<file path="src/rtl/alu_pkg.sv">
// alu_pkg: shared ALU widths, opcodes, flag indices and sequencer state encoding
package alu_pkg;
  localparam int ALU_DATA_W = 4;
  localparam int ALU_OP_W = 3;
  localparam logic [ALU_OP_W-1:0] OP_ADD = 3'b000;
  localparam logic [ALU_OP_W-1:0] OP_SUB = 3'b001;
  localparam int FLAG_ZERO = 0;
  localparam int FLAG_CARRY = 1;
  localparam int FLAG_NEG = 2;
  typedef enum logic [1:0] {IDLE, EXEC, HOLD} seq_state_t;
endpackage

</file>
<file path="src/rtl/alu_rsp_fifo.sv">
// alu_rsp_fifo: synchronous FIFO; push while full is accepted only together with a pop
module alu_rsp_fifo #(
  parameter int W = 7,
  parameter int DEPTH = 2
) (
  input  logic         clk,
  input  logic         rst,
  input  logic         push,
  input  logic         pop,
  input  logic [W-1:0] wdata,
  output logic [W-1:0] rdata,
  output logic         full,
  output logic         empty
);
  localparam int AW = $clog2(DEPTH);
  logic [W-1:0] mem [DEPTH];
  logic [AW-1:0] wr_ptr, rd_ptr;
  logic [AW:0] count;
  logic do_push, do_pop;
  assign full = count == (AW+1)'(DEPTH);
  assign empty = count == '0;
  assign do_pop = pop && !empty;
  assign do_push = push && (!full || do_pop);
  assign rdata = mem[rd_ptr];
  always_ff @(posedge clk or posedge rst) begin
    if (rst) begin
      for (int i = 0; i < DEPTH; i++) mem[i] <= '0;
      wr_ptr <= '0;
      rd_ptr <= '0;
      count <= '0;
    end else begin
      if (do_push) mem[wr_ptr] <= wdata;
      if (do_push) wr_ptr <= wr_ptr + 1'b1;
      if (do_pop) rd_ptr <= rd_ptr + 1'b1;
      count <= count + {{AW{1'b0}}, do_push} - {{AW{1'b0}}, do_pop};
    end
  end
endmodule

</file>
<file path="src/rtl/alu_cmd_sequencer.sv">
// alu_cmd_sequencer: issues commands to a combinational ALU and queues its results
module alu_cmd_sequencer import alu_pkg::*; #(
  parameter int DATA_W = ALU_DATA_W,
  parameter int OP_W = ALU_OP_W,
  parameter int FIFO_DEPTH = 2
) (
  input  logic              clk,
  input  logic              rst,
  input  logic              cmd_valid,
  output logic              cmd_ready,
  input  logic [OP_W-1:0]   cmd_opcode,
  input  logic [DATA_W-1:0] cmd_a,
  input  logic [DATA_W-1:0] cmd_b,
  input  logic              cmd_chain,
  output logic [DATA_W-1:0] alu_a,
  output logic [DATA_W-1:0] alu_b,
  output logic [OP_W-1:0]   alu_opcode,
  input  logic [DATA_W-1:0] alu_result,
  input  logic              alu_zero,
  input  logic              alu_carry,
  input  logic              alu_neg,
  output logic              rsp_valid,
  input  logic              rsp_ready,
  output logic [DATA_W-1:0] rsp_result,
  output logic [2:0]        rsp_flags,
  output logic [7:0]        op_count
);
  seq_state_t state, next;
  logic [DATA_W-1:0] acc_q;
  logic [2:0] flags;
  logic busy, full, empty, push, pop;
  assign flags[FLAG_ZERO] = alu_zero;
  assign flags[FLAG_CARRY] = alu_carry;
  assign flags[FLAG_NEG] = alu_neg;
  assign cmd_ready = state == IDLE && !rst;
  assign busy = state != IDLE;
  assign pop = rsp_valid && rsp_ready;
  // A pop on the same edge frees the slot the capture needs
  assign push = busy && (!full || pop);
  assign rsp_valid = !empty;
  always_comb begin
    next = state;
    next = (state == IDLE) ? (cmd_valid ? EXEC : IDLE) : (push ? IDLE : HOLD);
  end
  always_ff @(posedge clk or posedge rst) begin
    if (rst) begin
      state <= IDLE;
      alu_a <= '0;
      alu_b <= '0;
      alu_opcode <= '0;
      acc_q <= '0;
      op_count <= '0;
    end else begin
      state <= next;
      if (cmd_ready && cmd_valid) begin
        alu_a <= cmd_chain ? acc_q : cmd_a;
        alu_b <= cmd_b;
        alu_opcode <= cmd_opcode;
      end
      if (push) begin
        acc_q <= alu_result;
        op_count <= op_count + 8'd1;
      end
    end
  end
  alu_rsp_fifo #(.W(DATA_W + 3), .DEPTH(FIFO_DEPTH)) u_fifo (
    .clk(clk),
    .rst(rst),
    .push(push),
    .pop(pop),
    .wdata({alu_result, flags}),
    .rdata({rsp_result, rsp_flags}),
    .full(full),
    .empty(empty)
  );
endmodule

</file>
<file path="config.mk">
export PLATFORM = sky130hd
export DESIGN_NAME = alu_cmd_sequencer
export DESIGN_NICKNAME = d
export VERILOG_FILES = /design/src/rtl/alu_pkg.sv /design/src/rtl/alu_rsp_fifo.sv /design/src/rtl/alu_cmd_sequencer.sv
export SDC_FILE = /design/constraint.sdc
export NUM_CORES = 1
export LEC_CHECK = 0
export BUFFER_PORTS_ARGS = -buffer_cell sky130_fd_sc_hd__buf_2
export CORE_MARGIN = 4
export CORE_UTILIZATION = 46
export DETAILED_ROUTE_END_ITERATION = 16
export PLACE_DENSITY = 0.78
export SLEW_MARGIN = 10
export SYNTH_ARGS = -nofsm -noshare
export SYNTH_HDL_FRONTEND = slang
export SYNTH_SLANG_ARGS = --single-unit
</file>
<file path="constraint.sdc">
create_clock -name clk -period 1.5 [get_ports clk]
set_clock_uncertainty 0.05 [all_clocks]
set_input_delay 0.075 -clock clk [delete_from_list [all_inputs] [get_ports clk]]
set_output_delay 0.075 -clock clk [all_outputs]
set_load 0.02 [all_outputs]
</file>
Word level (Yosys, flattened, before mapping)
Index checks and enable logic that the tools add are counted.
{"block": "word_totals", "register_bits": 43, "out_inout_bits": 28, "elab_cells": 47}
{"block": "op_classes", "add_sub_neg": 5, "magnitude_cmp": 3, "eq_ne": 1, "muxes": 10, "n_bitwise": 2, "reduce_logical": 15}
{"op": "7-bit 2-to-1 mux", "n": 4}
{"op": "14-bit bitwise mux", "n": 1}
{"op": "8-bit by 1-bit adder with 8-bit output (second input constant)", "n": 1}
{"op": "7-bit demux with 1-bit select", "n": 1}
{"op": "1-bit logical AND", "n": 7}
{"op": "2-bit >= comparator (second input constant)", "n": 2}
{"op": "2-bit logical NOT", "n": 2}
{"op": "2-bit 2-to-1 mux", "n": 2}
{"op": "4-bit 2-to-1 mux", "n": 1}
{"op": "1-bit NOT with 2-bit output", "n": 2}
{"op": "1-bit logical NOT", "n": 3}
{"op": "1-bit adder (second input constant)", "n": 2}
{"op": "2-bit by 1-bit adder with 2-bit output", "n": 1}
{"op": "2-bit == test (second input constant)", "n": 1}
{"op": "1-bit logical OR", "n": 2}
{"op": "2-bit by 1-bit less-than comparator with 1-bit output (second input constant)", "n": 1}
{"op": "2-bit nonzero test", "n": 1}
{"op": "2-bit by 1-bit subtractor with 2-bit output", "n": 1}
{"op": "1-bit 2-to-1 mux", "n": 1}

Longest topological paths before layout
{"block": "logic_depth", "ltp_word": 8, "depth_mapped": 5, "mapped_depth_nobuf": 5}

Hierarchy
Synthesis repeated with hierarchy kept, for this count alone.
{"block": "unflattened", "cells_unflattened": 135, "hier_area_um2": 1905.6}
{"module": "alu_cmd_sequencer", "instances": 1, "cells_per_inst": 79, "area_per_inst_um2": 1077.3}
{"module": "alu_rsp_fifo", "instances": 1, "cells_per_inst": 56, "area_per_inst_um2": 828.3}

Worst setup path before layout
OpenSTA, ideal clock, no wires.
{"block": "synth_timing", "path_type": "register -> register", "from": "register u_fifo.count[0]", "to": "register u_fifo.count[1]", "t_arrival_ns": 1.599, "required_ns": 1.370, "path_slack_ns": -0.229, "path_stages_with_launch": 6, "path_buffers": 0, "period_less_slack_ns": 1.729, "path_cell_list": "dfrtp_1 > or2_2 > and2_1 > ha_1 > nor3_1 > xnor2_1"}
{"block": "synth_between", "elab_chain_len": 8, "elab_cells_between_ends": 12, "cone_classes": "add/sub: 2; eq/ne: 1; reduce/logical: 9"}
{"item": "from (decl)", "line_no": "alu_rsp_fifo.sv:18", "rtl": "logic [AW:0] count;"}
{"item": "from (signal assigned)", "line_no": "alu_rsp_fifo.sv:35", "rtl": "count <= count + {{AW{1'b0}}, do_push} - {{AW{1'b0}}, do_pop};"}
{"item": "2-bit logical NOT (*)", "line_no": "alu_rsp_fifo.sv:21", "rtl": "assign empty = count == '0;"}
{"item": "1-bit logical NOT (*)", "line_no": "alu_cmd_sequencer.sv:40", "rtl": "assign rsp_valid = !empty;"}
{"item": "named net rsp_valid", "line_no": "alu_cmd_sequencer.sv:22", "rtl": "output logic rsp_valid,"}
{"item": "1-bit logical AND", "line_no": "alu_cmd_sequencer.sv:37", "rtl": "assign pop = rsp_valid && rsp_ready;"}
{"item": "1-bit logical OR or 1-bit logical AND (tied branches)", "line_no": "alu_cmd_sequencer.sv:39, alu_rsp_fifo.sv:22"}
{"item": "1-bit logical AND or 1-bit logical OR (tied branches)", "line_no": "alu_cmd_sequencer.sv:39, alu_rsp_fifo.sv:23"}
{"item": "1-bit logical AND", "line_no": "alu_rsp_fifo.sv:23", "rtl": "assign do_push = push && (!full || do_pop);"}
{"item": "2-bit by 1-bit adder with 2-bit output", "line_no": "alu_rsp_fifo.sv:35"}
{"item": "2-bit by 1-bit subtractor with 2-bit output (*)", "line_no": "alu_rsp_fifo.sv:35"}
The timed path passes the listed nets; every way through them passes the cells marked *.
A chain may end at the register's enable or synchronous reset.

Worst setup path in the final report
{"block": "layout_timing", "from": "register state[0]", "to": "register alu_b[1]"}
{"block": "layout_between", "elab_chain_len": 3}
{"item": "from (decl)", "line_no": "alu_cmd_sequencer.sv:28", "rtl": "seq_state_t state, next;"}
{"item": "from (signal assigned)", "line_no": "alu_cmd_sequencer.sv:54", "rtl": "state <= next;"}
{"item": "2-bit logical NOT", "line_no": "alu_cmd_sequencer.sv:35", "rtl": "assign cmd_ready = state == IDLE && !rst;"}
{"item": "1-bit logical AND", "line_no": "alu_cmd_sequencer.sv:35"}
{"item": "1-bit logical AND", "line_no": "alu_cmd_sequencer.sv:55", "rtl": "if (cmd_ready && cmd_valid) begin"}
{"item": "to (signal assigned)", "line_no": "alu_cmd_sequencer.sv:57", "rtl": "alu_b <= cmd_b;"}
{"item": "to (decl)", "line_no": "alu_cmd_sequencer.sv:16", "rtl": "output logic [DATA_W-1:0] alu_b,"}
No other way between the ends.

==> impl_metrics.py <==
metrics = {
    "run_status": {
        "violations": "setup timing",
        "status": "complete, but fails checks",
    },
    "global_route": {
        "grt_first_pass_wirelength_mm": 6.900,
        "via_count_of_the_first_global_routing_pass": 1470,
        "grt_max_degree": 26,
        "global_route.overflow_total": 0,
        "grt_util_all_layers": 0.1729,
        "antenna_found_initial": 0,
    },
    "detailed_routing": {
        "routed_wire_length_per_instance_um": 15.16,
        "dr.first_iter.drc_count": 41,
        "dr.pass1.iters": 4,
        "postRouteAntennaNets": 0,
        "postRouteWirelength_mm": 3.986,
        "post_drt_via_cell_ratio": 5.076,
        "drc_violation_count_after_routing": 0,
        "number_of_vias_in_the_routed_layout": 1335,
    },
    "critical_path": {
        "critical-path-slowest-cell": "dfrtp_1",
        "wp_data_required_ps": 1630,
        "ff2ff_setup_slack_ps": -10,
        "worst_setup_path_end_kind": "flip-flop",
        "cp_max_fo": 8,
        "rr_startpoint": "state[0]",
        "timing.critical_path.arrival_ps": 1640,
        "worst_path_largest_cell_delay_ps": 420,
        "worstSetupPathType": "flip-flop to flip-flop",
        "startpoint_of_the_most_critical_setup_path": "state[0]",
        "crit_family": "flip-flops",
        "critical_path.n_buffers_inverters": 2,
        "worst_r2r_endpoint": "alu_b[1]",
        "reg2reg_depth": 4,
        "start_kind": "flip-flop",
        "cells_along_the_critical_path": "buf_6 -> nor4b_4 -> buf_12 -> mux2_4",
    },
    "layout": {
        "drive_above_1_share": 0.5767,
        "flow.area_growth_from_synthesis_pct": 42.29,
        "num-fill-cells": 271,
        "layout_commonest_cell": "buf_2",
        "combined_flip_flop_and_latch_cell_area_um2": 1077,
        "multi_input_comb_area_um2": 854.6,
        "antenna_fix_cells": 0,
        "layout_common_cells": "buf_2, dfrtp_1, mux2_2",
        "finish.net_count": 239,
    },
    "floorplan": {
        "initial_core_utilization": 0.4954,
        "dieWidth_um": 71.96,
        "core_area_um2": 3799,
        "fp_rows": 22,
        "dieArea_um2": 5178,
        "io_pins": 51,
        "die_height_um": 71.96,
    },
    "min_path": {
        "min_delay_worst_endpoint": "acc_q[3]",
        "hp-start": "alu_result[3]",
        "timing.hold.worst.class": "input port to flip-flop",
        "number_of_stages_on_the_worst_hold_path": 2,
    },
    "synthesis": {
        "syn-cell-area_um2": 1882,
        "syn_nets": 155,
        "cell_count_after_synthesis": 130,
        "synth_seq_cells": 43,
        "synth.yosys.seq_area_share": 0.5718,
        "synth.yosys.warnings": 0,
        "post_synth.cell_area_avg_um2": 14.48,
        "count_of_unique_library_cells_instantiated_by_yosys": 27,
    },
    "sta": {
        "fmax_mhz": 662.3,
        "rsz_0062_raised_after_global_routing": "yes",
        "timing.final.crit_share": 1.007,
        "hold_violations": 0,
        "timing_worst_slew_pin_value_ps": 717.5,
        "slew_hr": 0.5187,
        "final-setup-viol-count": 5,
        "min_period_ps": 1510,
        "final_critical_path_setup_slack_ps": -9.824,
        "final_max_slew_viol_count": 0,
    },
    "cts": {
        "worst_setup_hold_path_clk_slew_ps": 80,
        "clock_tree_from_tritoncts": "built",
        "clock_latency_ps": 290,
        "cts_sinks": 43,
        "clock_tree.htree_level_count": 2,
        "root_buffer": "clkbuf_8",
        "number_of_clock_buffers_inserted_by_tritoncts": 5,
        "clockBufferDepth": 2,
    },
    "power": {
        "powerDensity_nw_per_um2": 1965,
        "irDropWorstVdd_uv": 1034,
        "total_leakage_power_nw": 1.225,
        "total_power_mw": 5.262,
    },
    "place": {
        "io_buffers": 50,
        "gp_congestion": 0.7519,
        "place_ws_ps": -35.65,
        "detailed_placement_hpwl_mm": 2.883,
    },
    "run": {
        "max_cap_violations": 0,
    },
}
cell type report:
class	instances	share of cell area
clock buffer	7	0.02850
multi-input combinational	81	0.3192
tap	48	0.02243
timing repair buffer	81	0.2229
clock inverter	1	0.001869
inverter	2	0.002804
sequential	43	0.4023
worst max path at each step:
stage,slack (ps),cells past startpoint,end
floorplan,-10,3,alu_b[3]
global placement,9,4,alu_opcode[0]
detailed placement,-40,4,alu_opcode[1]
CTS,-4,4,u_fifo.mem[4]
global route,-60,5,op_count[3]
finish,-10,4,alu_b[1]
kinds of logic (layout without fill, tap and decap cells):
group | count (synthesis) | count (layout) | share of synthesized area
multiplexers | 37 | 37 | 0.2188
AO/OA/AOI/OAI | 6 | 6 | 0.01729
flip-flops | 43 | 43 | 0.5718
adder cells (fa/ha/maj) | 2 | 2 | 0.01330
XOR/XNOR | 12 | 12 | 0.05586
buffers and inverters | 6 | 91 | 0.01994
AND/OR/NAND/NOR | 24 | 24 | 0.1031
synthesized netlist by cell type, drive strengths merged:
cell type | n | area [um2]
inv | 2 | 7.510
o21ai | 1 | 5.000
nor3b | 3 | 45.05
nor4b | 3 | 41.29
nand2 | 1 | 3.750
clkbuf | 1 | 3.750
mux2i | 4 | 40.04
ha | 2 | 25.02
and2 | 2 | 12.51
xnor2 | 3 | 26.28
dfrtp | 43 | 1076
nor2 | 7 | 36.29
buf | 3 | 26.27
a21oi | 4 | 20.02
nor2b | 1 | 6.260
mux2 | 33 | 371.6
o211ai | 1 | 7.510
nand4 | 1 | 6.260
or2 | 1 | 6.260
nor3 | 5 | 36.29
xor2 | 9 | 78.83
through the flow:
stage	util	area [um2]	hold slack, ps	setup TNS, ps	cells
after global routing	0.7049	2678	8.115	-1042	263
final	0.7049	2678	1.656	-23.26	263
after detailed placement	0.6120	2325	126.6	-410.2	238
after global placement	0.6120	2325	104.5	0	238
after CTS	0.6897	2620	1.343	-9.470	262
after floorplan	-	1902	153.6	-61.24	130
per-layer routing:
layer  wire length (um)  share of wire  track usage
met4                 58          0.015      0.05637
met3                235          0.059      0.04986
met5                  0              0            0
met1               1581           0.40       0.2045
met2               2110           0.53       0.3020
timing repair:
action,CTS,global route
gates resized for setup,12,13
setup endpoints to repair,35,38
hold endpoints to repair,39,0
hold buffers,15,0
setup buffers,2,1
cloned,0,0
pin swaps,4,3
registers in the layout, summed over array words and instances, names as in the netlist:
register / count
state: 2
alu_opcode: 3
u_fifo.wr_ptr: 1
acc_q: 4
u_fifo.mem: 14
alu_b: 4
op_count: 8
u_fifo.count: 2
alu_a: 4
u_fifo.rd_ptr: 1
where the power goes:
group          switching, mW  internal (mW)  leakage [nW]  total, mW
registers              0.402           1.69         0.501       2.09
clock network          0.362          0.326        0.0422      0.689
logic                   1.20           1.28         0.682       2.49
Power figures use the tool's default switching activity.
